### src/rtl/frame_serializer.sv
// frame_serializer: takes one WIDTH-bit word through a valid/ready handshake
// and sends it as an asynchronous serial frame on ser_data. The frame is a
// start bit, the data bits, an optional parity bit, then one or two stop bits.
// Every bit is held for prescale+1 clocks.
//
// Handshake: data_ready is high exactly when the FSM is in IDLE. A word is
// accepted on a rising edge of clk_ser where data_valid and data_ready are
// both high. The word, parity settings, stop-bit count and prescale are
// captured only at that edge. After the accept, data_ready stays low until
// the frame ends. data_valid has no effect while data_ready is low, and
// nothing is queued.
module frame_serializer #(
    parameter int WIDTH      = 8,
    parameter int PRESCALE_W = 8,
    parameter bit LSB_FIRST  = 1'b1
) (
    input  logic                  clk_ser,
    input  logic                  rst_ser,
    input  logic [WIDTH-1:0]      P_DATA_ser,
    input  logic                  data_valid,
    output logic                  data_ready,
    input  logic                  par_en,
    input  logic                  par_typ,
    input  logic                  stop2,
    input  logic [PRESCALE_W-1:0] prescale,
    output logic                  ser_data,
    output logic                  busy,
    output logic                  ser_done,
    output logic [2:0]            fsm_state_o
);

    localparam int IDX_W = (WIDTH > 1) ? $clog2(WIDTH) : 1;
    localparam logic [IDX_W-1:0] LAST_IDX = IDX_W'(WIDTH - 1);

    typedef enum logic [2:0] {
        S_IDLE   = 3'd0,
        S_START  = 3'd1,
        S_DATA   = 3'd2,
        S_PARITY = 3'd3,
        S_STOP1  = 3'd4,
        S_STOP2  = 3'd5
    } state_t;

    state_t                state_q;
    logic [WIDTH-1:0]      shift_q;
    logic [WIDTH-1:0]      shift_d;
    logic [PRESCALE_W-1:0] cnt_q;
    logic [PRESCALE_W-1:0] cnt_d;
    logic [PRESCALE_W-1:0] presc_q;
    logic [IDX_W-1:0]      idx_q;
    logic                  par_en_q;
    logic                  par_bit_q;
    logic                  stop2_q;
    logic                  ser_data_q;
    logic                  busy_q;
    logic                  done_q;
    logic                  ready_q;
    logic                  bit_end;
    logic                  data_bit;

    // The current bit ends on the edge where its down-counter reaches zero.
    assign bit_end = (cnt_q == '0);

    // Next data bit to drive and the shift register after it has been sent.
    always_comb begin
        shift_d  = shift_q;
        data_bit = 1'b1;
        if (LSB_FIRST) begin
            data_bit = shift_q[0];
            shift_d  = shift_q >> 1;
        end else begin
            data_bit = shift_q[WIDTH-1];
            shift_d  = shift_q << 1;
        end
    end

    // Bit-period counter: count down, then reload for the next bit.
    always_comb begin
        cnt_d = cnt_q - 1'b1;
        if (bit_end) begin
            cnt_d = presc_q;
        end
    end

    // Frame FSM. All outputs are registered and change on the same edge as the state.
    always_ff @(posedge clk_ser or negedge rst_ser) begin
        if (!rst_ser) begin
            state_q    <= S_IDLE;
            shift_q    <= '0;
            cnt_q      <= '0;
            presc_q    <= '0;
            idx_q      <= '0;
            par_en_q   <= 1'b0;
            par_bit_q  <= 1'b0;
            stop2_q    <= 1'b0;
            ser_data_q <= 1'b1;
            busy_q     <= 1'b0;
            done_q     <= 1'b0;
            ready_q    <= 1'b1;
        end else begin
            done_q <= 1'b0;
            case (state_q)
                S_IDLE: begin
                    ser_data_q <= 1'b1;
                    busy_q     <= 1'b0;
                    ready_q    <= 1'b1;
                    if (data_valid && ready_q) begin
                        shift_q    <= P_DATA_ser;
                        par_en_q   <= par_en;
                        // Even parity is the XOR of the data bits; odd parity inverts it.
                        par_bit_q  <= (^P_DATA_ser) ^ par_typ;
                        stop2_q    <= stop2;
                        presc_q    <= prescale;
                        cnt_q      <= prescale;
                        idx_q      <= '0;
                        state_q    <= S_START;
                        ser_data_q <= 1'b0;
                        busy_q     <= 1'b1;
                        ready_q    <= 1'b0;
                    end
                end
                S_START: begin
                    cnt_q <= cnt_d;
                    if (bit_end) begin
                        state_q    <= S_DATA;
                        ser_data_q <= data_bit;
                        shift_q    <= shift_d;
                        idx_q      <= '0;
                    end
                end
                S_DATA: begin
                    cnt_q <= cnt_d;
                    if (bit_end) begin
                        if (idx_q == LAST_IDX) begin
                            if (par_en_q) begin
                                state_q    <= S_PARITY;
                                ser_data_q <= par_bit_q;
                            end else begin
                                state_q    <= S_STOP1;
                                ser_data_q <= 1'b1;
                            end
                        end else begin
                            idx_q      <= idx_q + 1'b1;
                            ser_data_q <= data_bit;
                            shift_q    <= shift_d;
                        end
                    end
                end
                S_PARITY: begin
                    cnt_q <= cnt_d;
                    if (bit_end) begin
                        state_q    <= S_STOP1;
                        ser_data_q <= 1'b1;
                    end
                end
                S_STOP1: begin
                    cnt_q <= cnt_d;
                    if (bit_end) begin
                        if (stop2_q) begin
                            state_q    <= S_STOP2;
                            ser_data_q <= 1'b1;
                        end else begin
                            state_q    <= S_IDLE;
                            ser_data_q <= 1'b1;
                            busy_q     <= 1'b0;
                            done_q     <= 1'b1;
                            ready_q    <= 1'b1;
                        end
                    end
                end
                S_STOP2: begin
                    cnt_q <= cnt_d;
                    if (bit_end) begin
                        state_q    <= S_IDLE;
                        ser_data_q <= 1'b1;
                        busy_q     <= 1'b0;
                        done_q     <= 1'b1;
                        ready_q    <= 1'b1;
                    end
                end
                default: begin
                    state_q    <= S_IDLE;
                    ser_data_q <= 1'b1;
                    busy_q     <= 1'b0;
                    ready_q    <= 1'b1;
                end
            endcase
        end
    end

    assign ser_data    = ser_data_q;
    assign busy        = busy_q;
    assign ser_done    = done_q;
    assign data_ready  = ready_q;
    assign fsm_state_o = state_q;

endmodule

### config.mk
export PLATFORM = sky130hd
export DESIGN_NAME = frame_serializer
export DESIGN_NICKNAME = d
export VERILOG_FILES = /design/src/rtl/frame_serializer.sv
export SDC_FILE = /design/constraint.sdc
export NUM_CORES = 1
export LEC_CHECK = 0
export CORE_MARGIN = 4
export CORE_UTILIZATION = 50
export DETAILED_ROUTE_END_ITERATION = 16
export PLACE_DENSITY = 0.76
export SYNTH_ARGS = -nofsm -noshare
export SYNTH_HDL_FRONTEND = slang
export SYNTH_SLANG_ARGS = --single-unit
### constraint.sdc
create_clock -name clk_ser -period 2.2 [get_ports clk_ser]
set_clock_uncertainty 0.2 [all_clocks]
set_input_delay 0.44 -clock clk_ser [delete_from_list [all_inputs] [get_ports clk_ser]]
set_output_delay 0.44 -clock clk_ser [all_outputs]
set_load 0.01 [all_outputs]
# Word-level counts from Yosys, hierarchy flattened

Cells that the tools add are included.

Register bits: 37
Bits in latches: 0
Memory bits (writable): 0
ROM bits: 0
Input bits: 22
Output and inout bits: 7
Logic and storage cells: 88
Memories kept: 0

Add/subtract/negate cells: 2
$mul: 0
Divide/modulo/power cells: 0
Magnitude comparators: 0
Equality and inequality tests: 16
Shifts and indexed selects: 0
Multiplexer cells: 41
Bitwise gates (word level): 2
Reduce and logical (&&, ||, !) cells: 15

Operator list:

| cell                  | count |
|---|---|
| $mux W8               | 6 |
| $mux W3               | 12 |
| $pmux W8 S3           | 1 |
| $ne A2 B2 Y1 const B  | 9 |
| $pmux W3 S6           | 1 |
| $pmux W8 S2           | 1 |
| $mux W1               | 15 |
| $pmux W1 S4           | 3 |
| $eq A3 B3 Y1 const B  | 3 |
| $pmux W3 S3           | 1 |
| $logic_not A8 Y1      | 1 |
| $reduce_xor A8 Y1     | 1 |
| $sub A8 B1 Y8 const B | 1 |
| $reduce_and A7 Y1     | 1 |
| $eq A3 B2 Y1 const B  | 2 |
| $reduce_or A3 Y1      | 2 |
| $reduce_and A5 Y1     | 1 |
| $reduce_or A5 Y1      | 1 |
| $reduce_and A2 Y1     | 2 |
| $reduce_and A4 Y1     | 1 |
| $add A3 B1 Y3 const B | 1 |
| $eq A3 B1 Y1 const B  | 1 |
| $logic_not A3 Y1      | 1 |
| $reduce_and A3 Y1     | 1 |
| 7 further kinds       | 7 |

# Logic depth before layout (Yosys ltp)

Gate-level depths: netlist of run 1.

Depth in word-level cells: 4
Mapped depth: 8
Mapped depth without buffers: 6

# Worst setup path before layout of run 1

No wires, ideal clock.

Path type: register to register
From: reg cnt_q[0]
To: reg idx_q[1]
Setup time: 0.125 ns
Arrival time: 2.001 ns
Required time: 1.875 ns
Setup slack: -0.127 ns
Stages on the path, launching flop included: 9
Path buffers: 2
Clock period less this slack: 2.327 ns
Cells stage by stage: dfrtp_1 inv_1 ha_1 or3b_2 clkbuf_4 nor2_8 o2111a_2 buf_12 mux2_4

Cells in the longest elaborated chain, start to end: 3
Elaborated cells between the ends (all ways): 4
Classes of those cells: eq/ne (2); reduce/logical (2)

RTL lines:

| item                                   | line | text |
|---|---|---|
| start: declaration                     | 47   | `logic [PRESCALE_W-1:0] cnt_q;` |
| start signal: assignment               | 114  | `cnt_q <= prescale;` |
| start signal: assignment               | 123  | `cnt_q <= cnt_d;` |
| start signal: assignment               | 132  | `cnt_q <= cnt_d;` |
| $logic_not A8 Y1 (*)                   | 62   | `assign bit_end = (cnt_q == '0);` |
| $ne A2 B2 Y1 (no source line)          | n/a  |  |
| $reduce_and A5 Y1 (no source line) (*) | n/a  |  |
| end signal: assignment                 | 143  | `idx_q <= idx_q + 1'b1;` |
| end: declaration                       | 50   | `logic [IDX_W-1:0] idx_q;` |

Every way passes the cells marked *; elsewhere a longest branch is shown, timed or not.
A chain may end at the register's enable or synchronous reset.

# Worst setup path in the final report of run 1

From: reg idx_q[0]
To: reg shift_q[0]

Cells in the longest elaborated chain, start to end: 3

RTL lines:

| item                               | line | text |
|---|---|---|
| $eq A3 B3 Y1                       | 134  | `if (idx_q == LAST_IDX) begin` |
| $ne A2 B2 Y1 (no source line)      | n/a  |  |
| $reduce_and A5 Y1 (no source line) | n/a  |  |
| end signal: assignment             | 108  | `shift_q <= P_DATA_ser;` |
| end signal: assignment             | 127  | `shift_q <= shift_d;` |
| end signal: assignment             | 145  | `shift_q <= shift_d;` |
| end: declaration                   | 45   | `logic [WIDTH-1:0] shift_q;` |

No other way between the ends.

==> results.cfg, run 1 <==
[clock_tree]
cts_buffers = 5
clk_pin_slew_ps = 70
clock-root-buffer = clkbuf_8
h-tree-depth = 2
tritoncts = done
cts_sinks = 37
clock_path_buffers = 2
hold_buffers = 0
insertion_delay_ps = 290

[critical_path]
endpoint_kind = flip-flop
crit_required_ps = 2170
worstReg2RegEnd = shift_q[0]
ff2ff_path_depth = 6
reg2reg_from = idx_q[0]
critPathMaxFanout = 6
crit_type = flip-flop to flip-flop
start_kind = flip-flop
reg2reg_slack_ps = 40
critPathArrivalTime_ps = 2140

[logic_synthesis]
seq_area_frac_synth_pct = 41.5
syn_area_sq_mm = 0.00224
synth.most_common_cell = nand2_1
yosys.area.top_type_share_pct = 39.2
synth-edff-count = 0
synth_area_leaders = dfrtp_1 (39%), mux2_4 (6.0%), nand2_1 (6.0%)
ys_ff_latch = 37
ys_warn_count = 0
synth_top_cell_by_area = dfrtp_1
syn_nets = 248
synth_flop_cell = dfrtp_1
ys_async_sr_fraction_pct = 100
syn-instance-count = 222
yosysUniqueCellTypes = 54
syn_area_per_cell_sq_um = 10.1
yosys-top-cells-count = nand2_1 (36), dfrtp_1 (35), o21ai_0 (13)

[route]
vias_per_cell = 5.67
postRouteWirelength_mm = 5.19
drt_iter0_drc = 104
vias = 1830
dr.pass1.iters = 4
drc = 0
ant_nets = 0
post_drt_wl_per_cell_um = 16.1

[global_route]
antenna_found_initial = 0
grt_max_degree = 38
grt_pass1_wl_mm = 8.30
grt-ovfl-total = 0
grt_pass1_vias = 1738
grtUsageTotal_pct = 19.8

[sta]
hold_viol_final = 13
finalCriticalPeriod_ps = 2160
fmax_ghz = 0.462
slew_violations = 0
setup_viol = 0
slew_headroom_pct = 68.2
tightestPinTransition_ps = 478
holdWs_ps = -13.4
fin_crit_sh_pct = 98.3

[floorplanning]
start_util_pct = 51.4
die_area_sq_mm = 0.00561
core-area_sq_mm = 0.00435
io_pins = 29
die_y_um = 74.9
num_rows = 24
die_w_um = 74.9

[cells_and_area]
num_antenna_cells = 0
syn2layout_area_growth_pct = 25.3
nNetsFinal = 296
layout-drive-gt1-share_pct = 25.5
fin_util_pct = 64.3
final_cell_area_sq_mm = 0.00280
fillers = 351

[placement]
post_dp_cell_area_sq_mm = 0.00267
hpwlAfterDp_mm = 3.70
portBuffers = 28
finalWeightedCongestion = 0.869

[flow_run]
maxCapViolations = 0

[outcome]
outcome = complete, but fails checks
violations = hold timing

[power_and_ir_drop]
power.leakage_nw = 1.31
power_density_mw_per_mm2 = 438
vdd_drop_max_mv = 0.276

[min_path]
min_path_type = primary input to async pin
placed cells by master (no fill, tap or decap), types with 9 or more instances in the layout:
cell type	Yosys	final
dfrtp_1	35	33
a21oi_1	9	9
o21ai_0	13	13
nand2_1	36	36
buf_4	0	25
mux2_2	9	9
clkdlybuf4s50_1	0	27
mux2_4	9	9
inv_1	11	9
logic make-up (layout without fill, tap and decap cells):
| group | Yosys count | after routing | synth area share, % |
|---|---|---|---|
| simple gates | 70 | 70 | 16.1 |
| compound gates | 48 | 48 | 14.4 |
| flops | 37 | 37 | 41.5 |
| mux | 26 | 26 | 14.2 |
| buf+inv | 26 | 75 | 6.71 |
| xor+xnor | 11 | 11 | 4.92 |
| fa+ha+maj | 4 | 4 | 2.24 |
registers in the layout (all words and copies together) (netlist names):
register / flops
busy: 1
cnt_q: 8
data_ready: 1
fsm_state_o: 3
idx_q: 3
par_bit_q: 1
par_en_q: 1
presc_q: 8
ser_data: 1
ser_done: 1
shift_q: 8
stop2_q: 1
layout make-up:
class / instances / area [sq um] / area share, %
timing repair buffer: 55 / 508 / 18.1
sequential: 37 / 931 / 33.2
tap: 52 / 65.1 / 2.32
inverter: 12 / 45.0 / 1.61
multi-input combinational: 159 / 1170 / 41.8
clock buffer: 8 / 80.1 / 2.86
layer usage:
metal	part of all wire [%]	routed length, um	global-route usage [%]
met1	47	2450	26.9
met2	47	2460	31.2
met3	4.5	235	5.34
met4	1.0	53	5.53
met5	0	0	0
power by group:
| part | switching [mW] | internal, mW | total [mW] |
|---|---|---|---|
| logic | 0.0368 | 0.0599 | 0.0968 |
| registers | 0 | 0.680 | 0.680 |
| clock network | 0.225 | 0.225 | 0.450 |
how the worst max path moves through the flow:
stage / from / end / slack, ps / depth (start not counted)
2_1_floorplan: cnt_q[0] / idx_q[1] / -30 / 8
4_1_cts: fsm_state_o[1] / fsm_state_o[1] / 10 / 2
5_1_grt: fsm_state_o[0] / fsm_state_o[0] / -20 / 2
3_3_place_gp: P_DATA_ser[3] / par_bit_q / 90 / 5
3_5_place_dp: cnt_q[0] / shift_q[2] / 50 / 7
6_report: idx_q[0] / shift_q[0] / 40 / 6
critical path: stages, from the launching register on:
cell,delay (ps)
dfrtp_1,400
ha_1,220
ha_1,260
o21ai_0,200
o2111a_2,310
clkbuf_16,180
mux2_4,290
repair_timing:
item	CTS	global route
buffers inserted	0	2
cloned	0	1
endpoints found under the setup margin	1	10
pin swaps	0	2
resized for setup	1	5
through the flow:
step,hold slack [ps],instances,worst slack [ps],TNS (ps),power (mW)
global route,19.3,323,-15.8,-15.8,1.28
finish,-13.4,323,37.1,0,1.23
global placement,257,312,88.8,0,0.791
detailed placement,258,312,48.5,0,0.791
CTS,3.47,320,13.0,0,1.24
floorplan,-55.6,222,-32.3,-290,0.729
Note: power is estimated with default switching activity, not from simulation.
==> run 2: changes to the inputs <==
ABC_CLOCK_PERIOD_IN_PS = 2200   (was not set)
==> results of run 2 <==
Final layout, timing and power as in run 1 (identical DEF).
==> run 3: changes to the inputs <==
TNS_END_PERCENT = 100   (was not set)
==> results of run 3 <==
Final layout, timing and power as in run 1 (identical DEF).
